<file path="src/rtl/aes_pkg.sv">
// aes_pkg: shared types and helpers for the AES control sequencer.
//   opcode    : 3-bit instruction code sampled with start_i
//   seq_state : sequencer FSM states
//   nr_of     : number of cipher rounds for a key length in 32-bit words
//   op_legal  : 1 when a raw 3-bit code names an executable instruction
package aes_pkg;

  typedef enum logic [2:0] {
    NOOP            = 3'd0,
    AESENC          = 3'd1,
    AESENCLAST      = 3'd2,
    AESKEYGENASSIST = 3'd3,
    AESENCFULL      = 3'd4
  } opcode;

  typedef enum logic [2:0] {
    IDLE  = 3'd0,
    KEY0  = 3'd1,
    SBOX  = 3'd2,
    ROUND = 3'd3,
    DONE  = 3'd4
  } seq_state;

  function automatic int unsigned nr_of(input int unsigned nk);
    return nk + 32'd6;
  endfunction

  // Codes 5..7 are reserved and NOOP does no work, so all four are rejected.
  function automatic logic op_legal(input logic [2:0] op);
    logic legal_s;
    case (op)
      3'd1, 3'd2, 3'd3, 3'd4: legal_s = 1'b1;
      default:                legal_s = 1'b0;
    endcase
    return legal_s;
  endfunction

endpackage

</file>
<file path="src/rtl/aes_rnd_counter.sv">
// aes_rnd_counter: round index register for the AES sequencer.
//   clk, nrst : clock, asynchronous active-low reset
//   clr       : force count to 0 (highest priority)
//   ld        : load count with 1 (first real round)
//   inc       : advance count by one; saturates at NR so it never wraps
//   cnt       : current round index
//   term      : count equals NR (last round)
module aes_rnd_counter #(
  parameter int unsigned NR    = 10,
  parameter int unsigned RND_W = 4
) (
  input  logic             clk,
  input  logic             nrst,
  input  logic             clr,
  input  logic             ld,
  input  logic             inc,
  output logic [RND_W-1:0] cnt,
  output logic             term
);

  logic [RND_W-1:0] cnt_r;
  logic             term_s;

  assign term_s = (cnt_r == RND_W'(NR));

  // Round index register: clear > load-one > saturating increment > hold.
  always_ff @(posedge clk or negedge nrst) begin
    if (!nrst) begin
      cnt_r <= {RND_W{1'b0}};
    end else if (clr) begin
      cnt_r <= {RND_W{1'b0}};
    end else if (ld) begin
      cnt_r <= RND_W'(1);
    end else if (inc && !term_s) begin
      cnt_r <= cnt_r + RND_W'(1);
    end else begin
      cnt_r <= cnt_r;
    end
  end

  assign cnt  = cnt_r;
  assign term = term_s;

endmodule

</file>
<file path="src/rtl/aes_round_seq.sv">
// aes_round_seq: control sequencer for the AES datapath (round logic,
// S-box, key_gen). Runs single-round AESENC/AESENCLAST, AESKEYGENASSIST
// and a complete NR-round AESENCFULL.
//   clk, nrst      : clock, asynchronous active-low reset
//   start_i        : request, taken only in IDLE with hold_i low
//   opcode_i       : aes_pkg::opcode, sampled with start_i
//   hold_i         : datapath stall, freezes sequencing and masks strobes
//   abort_i        : synchronous cancel back to IDLE
//   ready_o/busy_o : FSM in / not in IDLE
//   rnd_idx_o      : current round number 0..NR
//   zero_rnd_o, full_enc_o, final_rnd_o : round-type controls
//   key_sel_o, key_sub_o, gen_key_o, r_con_rst_o, next_rnd_o : key path
//   cipher_ready_o, key_ready_o : one-cycle done pulses
//   illegal_o      : registered pulse for a rejected opcode
module aes_round_seq
  import aes_pkg::*;
#(
  parameter int unsigned NK    = 4,
  parameter int unsigned RND_W = $clog2(NK + 7)
) (
  input  logic             clk,
  input  logic             nrst,
  input  logic             start_i,
  input  logic [2:0]       opcode_i,
  input  logic             hold_i,
  input  logic             abort_i,
  output logic             ready_o,
  output logic             busy_o,
  output logic [RND_W-1:0] rnd_idx_o,
  output logic             zero_rnd_o,
  output logic             full_enc_o,
  output logic             final_rnd_o,
  output logic             key_sel_o,
  output logic             key_sub_o,
  output logic             gen_key_o,
  output logic             r_con_rst_o,
  output logic             next_rnd_o,
  output logic             cipher_ready_o,
  output logic             key_ready_o,
  output logic             illegal_o
);

  localparam int unsigned NR = nr_of(NK);

  if (!(NK == 32'd4 || NK == 32'd6 || NK == 32'd8)) begin : g_bad_nk
    $error("aes_round_seq: NK must be 4, 6 or 8");
  end

  seq_state         state_r, state_nxt_s;
  opcode            op_r, op_nxt_s;
  logic             illegal_r, illegal_nxt_s;
  logic             cnt_clr_s, cnt_ld_s, cnt_inc_s;
  logic [RND_W-1:0] rnd_cnt_s;
  logic             rnd_term_s;
  logic             stall_s;

  // A stall only matters once an operation is in flight.
  assign stall_s = hold_i && (state_r != IDLE);

  aes_rnd_counter #(
    .NR    (NR),
    .RND_W (RND_W)
  ) u_rnd_counter (
    .clk  (clk),
    .nrst (nrst),
    .clr  (cnt_clr_s),
    .ld   (cnt_ld_s),
    .inc  (cnt_inc_s),
    .cnt  (rnd_cnt_s),
    .term (rnd_term_s)
  );

  // State, latched opcode and illegal-opcode pulse registers.
  always_ff @(posedge clk or negedge nrst) begin
    if (!nrst) begin
      state_r   <= IDLE;
      op_r      <= NOOP;
      illegal_r <= 1'b0;
    end else begin
      state_r   <= state_nxt_s;
      op_r      <= op_nxt_s;
      illegal_r <= illegal_nxt_s;
    end
  end

  // Next-state, opcode latch and round-counter control.
  always_comb begin
    state_nxt_s   = state_r;
    op_nxt_s      = op_r;
    illegal_nxt_s = 1'b0;
    cnt_clr_s     = 1'b0;
    cnt_ld_s      = 1'b0;
    cnt_inc_s     = 1'b0;
    if (abort_i) begin
      // Abort outranks hold and start, including a start in IDLE.
      state_nxt_s = IDLE;
      op_nxt_s    = NOOP;
      cnt_clr_s   = 1'b1;
    end else if (stall_s) begin
      state_nxt_s = state_r;
    end else begin
      case (state_r)
        IDLE: begin
          if (start_i && !hold_i) begin
            if (op_legal(opcode_i)) begin
              op_nxt_s  = opcode'(opcode_i);
              cnt_clr_s = 1'b1;
              case (opcode_i)
                3'd3:    state_nxt_s = ROUND;
                3'd4:    state_nxt_s = KEY0;
                default: state_nxt_s = SBOX;
              endcase
            end else begin
              illegal_nxt_s = 1'b1;
            end
          end else begin
            state_nxt_s = IDLE;
          end
        end
        KEY0: begin
          cnt_ld_s    = 1'b1;
          state_nxt_s = SBOX;
        end
        SBOX: begin
          state_nxt_s = ROUND;
        end
        ROUND: begin
          if (op_r == AESENCFULL && !rnd_term_s) begin
            cnt_inc_s   = 1'b1;
            state_nxt_s = SBOX;
          end else begin
            state_nxt_s = DONE;
          end
        end
        DONE: begin
          op_nxt_s    = NOOP;
          state_nxt_s = IDLE;
        end
        default: begin
          op_nxt_s    = NOOP;
          state_nxt_s = IDLE;
        end
      endcase
    end
  end

  // Moore output decode from state, latched op and round index; single-fire
  // strobes are masked while stalled so each fires once per round.
  always_comb begin
    ready_o        = 1'b0;
    busy_o         = 1'b1;
    zero_rnd_o     = 1'b0;
    full_enc_o     = 1'b0;
    final_rnd_o    = 1'b0;
    key_sel_o      = 1'b0;
    key_sub_o      = 1'b0;
    gen_key_o      = 1'b0;
    r_con_rst_o    = 1'b0;
    next_rnd_o     = 1'b0;
    cipher_ready_o = 1'b0;
    key_ready_o    = 1'b0;
    case (state_r)
      IDLE: begin
        ready_o = 1'b1;
        busy_o  = 1'b0;
      end
      KEY0: begin
        zero_rnd_o  = 1'b1;
        r_con_rst_o = 1'b1;
      end
      SBOX: begin
        if (op_r == AESENCFULL) begin
          key_sub_o = 1'b1;
          gen_key_o = 1'b1;
        end else begin
          key_sub_o = 1'b0;
        end
      end
      ROUND: begin
        case (op_r)
          AESENC:          full_enc_o  = 1'b1;
          AESENCLAST:      final_rnd_o = 1'b1;
          AESKEYGENASSIST: begin
            key_sub_o = 1'b1;
            gen_key_o = 1'b1;
          end
          AESENCFULL: begin
            key_sel_o  = 1'b1;
            next_rnd_o = 1'b1;
            if (rnd_term_s) begin
              final_rnd_o = 1'b1;
            end else begin
              full_enc_o = 1'b1;
            end
          end
          default: full_enc_o = 1'b0;
        endcase
      end
      DONE: begin
        if (op_r == AESKEYGENASSIST) begin
          key_ready_o = 1'b1;
        end else begin
          cipher_ready_o = 1'b1;
        end
      end
      default: begin
        busy_o = 1'b1;
      end
    endcase
    if (stall_s) begin
      gen_key_o      = 1'b0;
      next_rnd_o     = 1'b0;
      r_con_rst_o    = 1'b0;
      cipher_ready_o = 1'b0;
      key_ready_o    = 1'b0;
    end else begin
      next_rnd_o = next_rnd_o;
    end
  end

  assign rnd_idx_o = rnd_cnt_s;
  assign illegal_o = illegal_r;

endmodule

</file>
<file path="config.mk">
export PLATFORM = sky130hd
export DESIGN_NAME = aes_round_seq
export DESIGN_NICKNAME = d
export VERILOG_FILES = /design/src/rtl/aes_pkg.sv /design/src/rtl/aes_rnd_counter.sv /design/src/rtl/aes_round_seq.sv
export SDC_FILE = /design/constraint.sdc
export NUM_CORES = 1
export LEC_CHECK = 0
export ABC_AREA = 1
export CORE_UTILIZATION = 47
export CTS_CLUSTER_DIAMETER = 120
export CTS_CLUSTER_SIZE = 30
export DETAILED_ROUTE_END_ITERATION = 8
export PLACE_DENSITY = 0.78
export REMOVE_ABC_BUFFERS = 1
export SLEW_MARGIN = 20
export SYNTH_ARGS = -nofsm -noshare
export SYNTH_HDL_FRONTEND = slang
export SYNTH_SLANG_ARGS = --single-unit
</file>
<file path="constraint.sdc">
create_clock -name clk -period 1.8 [get_ports clk]
set_input_delay 0.27 -clock clk [delete_from_list [all_inputs] [get_ports clk]]
set_output_delay 0.27 -clock clk [all_outputs]
set_load 0.02 [all_outputs]
</file>
* Word level (Yosys, flattened, before mapping)
Index checks and enable logic that the tools add are counted.
Cells by class: add/sub/neg operators 1, eq/ne operators 18, mux-type cells 56, reduce and logical (&&, ||, !) cells 13
Operators with widths (count):
- two-way mux 1 bit | 38
- two-way mux 3 bit | 9
- == test 3 x 2 -> 1 bit (second input constant) | 6
- two-way mux 4 bit | 3
- one-hot mux 3 bit (4 select lines) | 1
- == test 3 x 1 -> 1 bit (second input constant) | 3
- == test 3 bit (second input constant) | 3
- != test 3 bit (second input constant) | 2
- one-hot mux 1 bit (2 select lines) | 3
- one-hot mux 3 bit (2 select lines) | 1
- nonzero test 3 bit | 2
- adder 4 x 1 -> 4 bit (second input constant) | 1
- == test 4 bit (second input constant) | 1
- logical AND 1 bit | 4
- != test 4 bit (second input constant) | 1
- one-hot mux 2 bit (2 select lines) | 1
- AND reduction 4 bit | 1
- OR reduction 4 bit | 1
- logical NOT 3 bit | 1
- OR reduction 3 bit | 1
- logical NOT 1 bit | 2
- != test 2 x 1 -> 1 bit (second input constant) | 1
- != test 2 bit (second input constant) | 1
- AND reduction 2 bit | 1
Word-level totals: register bits 11, bits of input ports 8, output and inout bits 17, logic and storage cells 92

* Logic depth before layout (Yosys ltp)
Gate-level depths: netlist of the first run.
depth in word-level cells 13, gate-level depth with buffers 10, depth with buffers taken out 10

* Modules after synthesis
Synthesis of the first run repeated with hierarchy kept, for this count alone.
Second synthesis, totals: cell total of the unflattened synthesis 133, area total of the unflattened synthesis 887.1 um^2
Modules (own cells, without submodules):
- aes_round_seq | instances 1, cells each 98, area an instance 631.9 um^2, sequential area each 175.2 um^2
- aes_rnd_counter | instances 1, cells each 35, area an instance 255.2 um^2, sequential area each 100.1 um^2

* Least setup slack after synthesis of the first run
OpenSTA, ideal clock, no wires.
kind reg2out, from register state_r[2], to output port full_enc_o, data arrival time 1.404 ns, data required time 1.530 ns, slack 0.126 ns, cell stages (with the launch flop) 4, buffers on the path 0, path through dfrtp_1 -> inv_2 -> nand3_2 -> o41ai_1
Between the ends: longest elaborated chain between the ends 2
Ends and longest elaborated chain:
- start, declared | line aes_round_seq.sv:49 | seq_state state_r, state_nxt_s;
- start signal, assigned | line aes_round_seq.sv:80 | state_r <= state_nxt_s;
- == test 3 x 2 -> 1 bit | line aes_round_seq.sv:162 | case (state_r)
- two-way mux 1 bit | line aes_round_seq.sv:162
- end, declared | line aes_round_seq.sv:31 | output logic full_enc_o,
No other way between the ends.

* Worst setup path after layout of the first run
from register state_r[1], to output port cipher_ready_o
Between the ends: longest elaborated chain between the ends 3, elaborated cells on any way between the ends 5, those cells by class eq/ne (1); mux (2); reduce/logical (2)
Ends and longest elaborated chain:
- == test 3 bit or nonzero test 3 bit (tied branches) | line aes_round_seq.sv:162, aes_round_seq.sv:58
- two-way mux 1 bit or logical AND 1 bit (tied branches) | line aes_round_seq.sv:162, aes_round_seq.sv:58
- two-way mux 1 bit * | line aes_round_seq.sv:210 | if (stall_s) begin
- end, declared | line aes_round_seq.sv:38 | output logic cipher_ready_o,
Mark *: on every way between the ends. The rest lies on a longest branch, timed or not.

==> summary.txt, run 1 <==
RSZ-0062 raised after global routing: yes
n_diodes: 0
count leader, synth: nand2_1
Fin. Hold Viols: 0
max-cap viol count: 0
met3 WL: 192 µm
critical path cell sequence: nor2_4, nand3_1, nor2_1, dlygate4sd2_1
met2 WL post-DR: 1500 µm
first-pass GRT wire length: 4540 µm
full die area: 2190 µm²
synthesized flop and latch total: 11
startpoint types: flip-flop
Setup crit end kind: output port
Die Height: 46.8 µm
Mapped Cells: 139
Top-Level Pins: 25
vias in the first global route: 1022
critical-path maximum fanout: 4
Avg Vias per Cell: 5.21
Layout fillers: 135
grt total ovfl: 0
Crit-path slowest cell: dfrtp_2
hold-fix buffer count after cts: 0
die width: 46.8 µm
final core utilization: 0.803
Core Area: 1800 µm²
synthesized area per cell: 6.79 µm²
LEAKAGE: 0.781 nW
Initial Utilization: 0.524
Most used DFF post-synth: dfrtp_1
DRT antenna net count: 0
DRC violations left: 0
drt total wl: 2970 µm
status: finished clean
layout cells sized above 1: 0.376
post-route setup slack: 7.68 ps
most frequent cells after synthesis: nand2_1 (42), inv_1 (16), nand3_1 (12)
max layer used: met4
kind of critical path: reg2out
Synth-to-Final Area Change: 53.3%
synth unique cells: 24
Max Buffers Root-to-Sink: 2
Req. time, crit path: 1530 ps
Worst-path clk slew: 80 ps
nets@finish: 205
Port-buffer cells: 24
Clk Tree Root Cell: clkbuf_4
FMAX: 558 MHz
share of the synthesized area in the top cell type: 0.292
final-report setup violation count: 0
antenna violations before repair: 0
top post-synthesis cells by area: dfrtp_1 (29%), nand2_1 (17%), nand3_1 (6.4%)
worst skew pair latency: 290 ps
largest net degree at the start of global routing: 12
CP arrival: 1520 ps
cell area power density: 1090 nW/µm²
sequential share of the synthesized area: 0.292
Rows: 15
YS warnings: 0
DP Worst Slack: -181 ps
Hold WC Path Type: in2async
mean routed wirelength per cell: 13.5 µm
ys async rst share: 1.00
via count: 1140
Total GRT Usage: 0.304
period utilisation layout: 0.996
Slew HR: 0.644
CTS H-tree lvls: 1
Inserted Clock Buffers: 3
Max Slew Vio Count: 0
met1 WL: 1210 µm
Cell Area, Synth: 943 µm²
CTS tree: built
Worst Clk Skew: 4.41 ps
clk sink count: 11
CP peak stage delay: 480 ps
worst vdd ir: 0.844 mV
first drt pass iteration count: 4
dpl hpwl: 2210 µm
final worst path period need: 1790 ps
DRT iter0 DRCs: 28
gp weighted congestion: 0.886
slew at the pin with the worst max-slew slack: 532 ps
EDFF count, synth: 0
cell taking the most area after synthesis: dfrtp_1
Final Power: 0.00158 W
==> final cells by class <==
| cell class | instances | area [µm²] | share of cell area |
|---|---|---|---|
| clock buffer | 4 | 26.3 | 0.0182 |
| inverter | 22 | 82.6 | 0.0571 |
| multi-input combinational | 106 | 619 | 0.428 |
| sequential | 11 | 278 | 0.192 |
| tap | 25 | 31.3 | 0.0216 |
| timing repair buffer | 51 | 409 | 0.283 |
==> flip-flops by register name, summed over array words and instances, names as in the netlist <==
name / flops
illegal_o: 1
u_rnd_counter.cnt: 4
state_r: 3
op_r: 3
==> logic make-up (layout without fill, tap and decap cells) <==
| family | after synthesis | count (layout) | synth area share |
|---|---|---|---|
| buffers and inverters | 22 | 77 | 0.0875 |
| AOI/OAI and AO/OA | 10 | 10 | 0.0690 |
| and+or+nand+nor | 92 | 92 | 0.507 |
| adders and majority gates | 2 | 2 | 0.0265 |
| DFF | 11 | 11 | 0.292 |
| xor gates and xnor gates | 2 | 2 | 0.0186 |
==> placed cells by master, fill, tap and decap left out <==
cell             count
nand2_4              3
dfrtp_1              9
xor2_1               2
nor2_1              10
dfrtp_2              2
buf_2                3
inv_1               15
a21oi_1              1
o21ai_2              1
nand3_1             10
nor4_1               1
buf_4               30
nand3b_1             2
ha_1                 2
clkbuf_1             1
nor2_2               1
o21ai_1              4
nor2_4               5
nand3_2              4
nand2_2              6
or2_4                1
buf_6                1
nand3_4              1
nand2_1             42
o41ai_1              1
clkdlybuf4s50_1     12
o32ai_1              1
nor3_2               1
clkdlybuf4s15_1      1
inv_2                7
clkbuf_2             2
nand4_1              5
clkbuf_4             3
a21oi_2              2
dlygate4sd2_1        2
==> power breakdown <==
| part | switching [W] | internal [W] | total, W | leakage, nW |
|---|---|---|---|---|
| Sequential | 0.0000750 | 0.000307 | 0.000382 | 0.146 |
| Combinational | 0.000563 | 0.000448 | 0.00101 | 0.620 |
| Clock | 0.000101 | 0.0000863 | 0.000187 | 0.0150 |
==> routing by layer <==
metal / up-vias / global-route usage
li1: 557 / -
met1: 528 / 0.373
met2: 46 / 0.542
met3: 9 / 0.0385
met4: 0 / 0.114
met5: - / 0
==> worst max-delay path: cells and delay by family (launching register included) <==
| family | cells | cell delay [ps] |
|---|---|---|
| simple gates | 3 | 420 |
| buf+inv | 1 | 330 |
| flops | 1 | 480 |
==> what timing repair did <==
action,CTS,global route
resized for setup,40,14
pin swaps,0,1
endpoints found under the setup margin,12,10
buffers inserted,0,0
==> path summary, 6_finish.rpt <==
check | start | to | slack (ps) | depth (start not counted)
worst max-delay path | state_r[1]$_DFFE_PN0P_ | cipher_ready_o | 8 | 4
worst min-delay path | nrst | u_rnd_counter.cnt[3]$_DFFE_PN0P_ | 320 | 1
worst max register to register | u_rnd_counter.cnt[0]$_DFFE_PN0P_ | u_rnd_counter.cnt[0]$_DFFE_PN0P_ | 220 | 10
worst min register to register | op_r[0]$_DFFE_PN0P_ | op_r[0]$_DFFE_PN0P_ | 580 | 3
max in group asynchronous | nrst | state_r[1]$_DFFE_PN0P_ | 1090 | 1
min in group clk | op_r[0]$_DFFE_PN0P_ | op_r[0]$_DFFE_PN0P_ | 580 | 3
==> through the flow <==
stage | setup TNS, ps | hold WS, ps | area (µm²) | instances
after floorplan | 0 | -25.6 | 943 | 139
after global placement | -666 | 550 | 1420 | 215
after detailed placement | -930 | 563 | 1420 | 215
after CTS | -11.8 | 338 | 1440 | 219
after global routing | -65.9 | 382 | 1450 | 219
final | 0 | 323 | 1450 | 219
No activity file was read; power rests on OpenSTA's default activity.
==> inputs of run 2 (changes only) <==
--- a/config.mk
+++ b/config.mk
@@ -10,6 +10,7 @@
 export CTS_CLUSTER_DIAMETER = 120
 export CTS_CLUSTER_SIZE = 30
 export DETAILED_ROUTE_END_ITERATION = 8
+export HOLD_SLACK_MARGIN = 0.1
 export PLACE_DENSITY = 0.78
 export REMOVE_ABC_BUFFERS = 1
 export SLEW_MARGIN = 20
==> results of run 2 <==
The final DEF is identical to that of run 1; final timing and power are the same.
==> inputs of run 3 (changes only) <==
--- a/config.mk
+++ b/config.mk
@@ -6,6 +6,7 @@
 export NUM_CORES = 1
 export LEC_CHECK = 0
 export ABC_AREA = 1
+export CORE_ASPECT_RATIO = 0.7
 export CORE_UTILIZATION = 47
 export CTS_CLUSTER_DIAMETER = 120
 export CTS_CLUSTER_SIZE = 30
@@ -13,6 +14,7 @@
 export HOLD_SLACK_MARGIN = 0.1
 export PLACE_DENSITY = 0.78
 export REMOVE_ABC_BUFFERS = 1
+export SKIP_CTS_REPAIR_TIMING = 1
 export SLEW_MARGIN = 20
 export SYNTH_ARGS = -nofsm -noshare
 export SYNTH_HDL_FRONTEND = slang
==> run 3 against run 2 <==
- core utilization fell by 3.0 points
- cell count down 0.91%
- sequential power fell by 5.5%
- clock power fell by 6%
- global-route usage is 5.8 points lower
- clock skew grew 4.7 ps
- first-iteration DRC count grew 36%
- critical endpoint is now final_rnd_o
- highest routed layer unchanged
==> summary.txt, run 3 (synthesis gave the netlist of run 1 again) <==
final-report setup violation count: 0 (unchanged)
CP peak stage delay: 450 ps (-30 ps)
met1 WL: 1240 µm (+2.4%)
DP Worst Slack: -200 ps (-18.9 ps)
grt total ovfl: 0 (unchanged)
met2 WL post-DR: 1120 µm (-25%)
CP arrival: 1520 ps (about the same)
met3 WL: 154 µm (-20%)
Crit-path slowest cell: dfrtp_1
layout cells sized above 1: 0.338 (-0.0378)
slew at the pin with the worst max-slew slack: 545 ps (+13.3 ps)
commonest non-fill, non-tap cells in the layout: nand2_1 (42), buf_4 (29), inv_1 (16)
drt total wl: 2580 µm (-13%)
final core utilization: 0.773 (-0.0295)
status: finished clean
CTS H-tree lvls: 1 (unchanged)
Inserted Clock Buffers: 3 (unchanged)
fin area: 1450 µm² (unchanged)
FMAX: 559 MHz (+0.20%)
Crit path max-delay family: flip-flops
period utilisation layout: 0.994 (-0.00198)
Req. time, crit path: 1530 ps (about the same)
Min Hold Slack: 336 ps (+13.7 ps)
Hold WC Path Type: in2async
Rows: 13 (-2)
Worst-path clk slew: 70 ps (about the same)
first-pass GRT wire length: 3880 µm (-14%)
Max Slew Vio Count: 0 (unchanged)
Worst Clk Skew: 9.13 ps (+4.72 ps)
CTS tree: built
Max Buffers Root-to-Sink: 2 (unchanged)
LEAKAGE: 0.861 nW (+10%)
Layout fillers: 141 (+4.4%)
Core Area: 1870 µm² (+3.8%)
cell area power density: 1050 nW/µm² (-4.4%)
largest net degree at the start of global routing: 12 (unchanged)
nets@finish: 206 (+0.49%)
post-route setup slack: 11.3 ps (+3.57 ps)
startpoint types: flip-flop
DRC violations left: 0 (unchanged)
RSZ-0062 raised after global routing: yes
worst skew pair latency: 280 ps (about the same)
antenna violations before repair: 0 (unchanged)
DRT antenna net count: 0 (unchanged)
Setup crit end kind: output port
Clk Tree Root Cell: clkbuf_4
Avg Vias per Cell: 5.02 (-3.6%)
die width: 55.6 µm (+19%)
DRT iter0 DRCs: 38 (+36%)
Port-buffer cells: 24 (unchanged)
Slew HR: 0.636 (-0.00888)
full die area: 2190 µm² (+0.14%)
commonest non-fill, non-tap cell in the layout: nand2_1
Synth-to-Final Area Change: 53.3% (unchanged)
Final Power: 0.00151 W (-4.4%)
clk sink count: 11 (unchanged)
Crit path buffers/inverters: 2 (+1)
critical-path maximum fanout: 5 (+1)
first drt pass iteration count: 4 (unchanged)
Initial Utilization: 0.504 (-0.0193)
worst vdd ir: 0.874 mV (+3.6%)
via count: 1089 (-4.5%)
final worst path period need: 1790 ps (-3.57 ps)
vias in the first global route: 895 (-12%)
Largest register FFs: 4 (unchanged)
Total GRT Usage: 0.246 (-0.0581)
placed instance area: 1420 µm² (+0.26%)
max layer used: met4
mean routed wirelength per cell: 11.9 µm (-12%)
kind of critical path: reg2out
n_diodes: 0 (unchanged)
max-cap viol count: 0 (unchanged)
Fin. Hold Viols: 0 (unchanged)
gp weighted congestion: 0.895 (+1.0%)
dpl hpwl: 2080 µm (-6.2%)
critical path cell sequence: nand3_2, nor2_4, inv_1, o32ai_1, buf_2
flop2flop setup slack: 240 ps (+20 ps)
Top-Level Pins: 25 (unchanged)
Die Height: 39.5 µm (-16%)
[run 3: metrics by stage]
stage | setup TNS [ps] | cells
after floorplan | 0 | 139
after global placement | -683 | 213
after detailed placement | -840 | 213
after CTS | -3660 | 217
after global routing | -63.2 | 217
final | 0 | 217
[run 3: worst register-to-register path, delay by kind of cell (launching register included)]
family	cells	cell delay, ps
simple gates	7	660
buf+inv	2	240
fa+ha+maj	1	170
flops	1	370
[run 3: final timing paths]
path                            cells past startpoint                          endpoint                             start
worst max-delay path                                5                       final_rnd_o            state_r[1]$_DFFE_PN0P_
worst min-delay path                                1  u_rnd_counter.cnt[2]$_DFFE_PN0P_                              nrst
worst max register to register                     10  u_rnd_counter.cnt[0]$_DFFE_PN0P_  u_rnd_counter.cnt[0]$_DFFE_PN0P_
worst min register to register                      3               op_r[0]$_DFFE_PN0P_               op_r[0]$_DFFE_PN0P_
max in group asynchronous                           1            state_r[0]$_DFFE_PN0P_                              nrst
min in group clk                                    3               op_r[0]$_DFFE_PN0P_               op_r[0]$_DFFE_PN0P_
[run 3: final cells by class]
type                            count  area [µm²]  area share
Tap cell                           22        27.5      0.0190
Sequential cell                    11         277       0.191
Inverter                           22        82.6      0.0571
Multi-Input combinational cell    106         596       0.412
Clock buffer                        4        26.3      0.0182
Timing Repair Buffer               52         438       0.303
[run 3: report_power, final]
part           total [W]  switching (W)  internal, W
combinational   0.000976       0.000525     0.000451
sequential      0.000361      0.0000552     0.000305
clock           0.000175      0.0000888    0.0000861
[run 3: routing by layer]
metal	global-route usage	vias up
met3	0.0627	8
met1	0.323	493
met5	0	-
met4	0.156	0
li1	-	556
met2	0.364	32
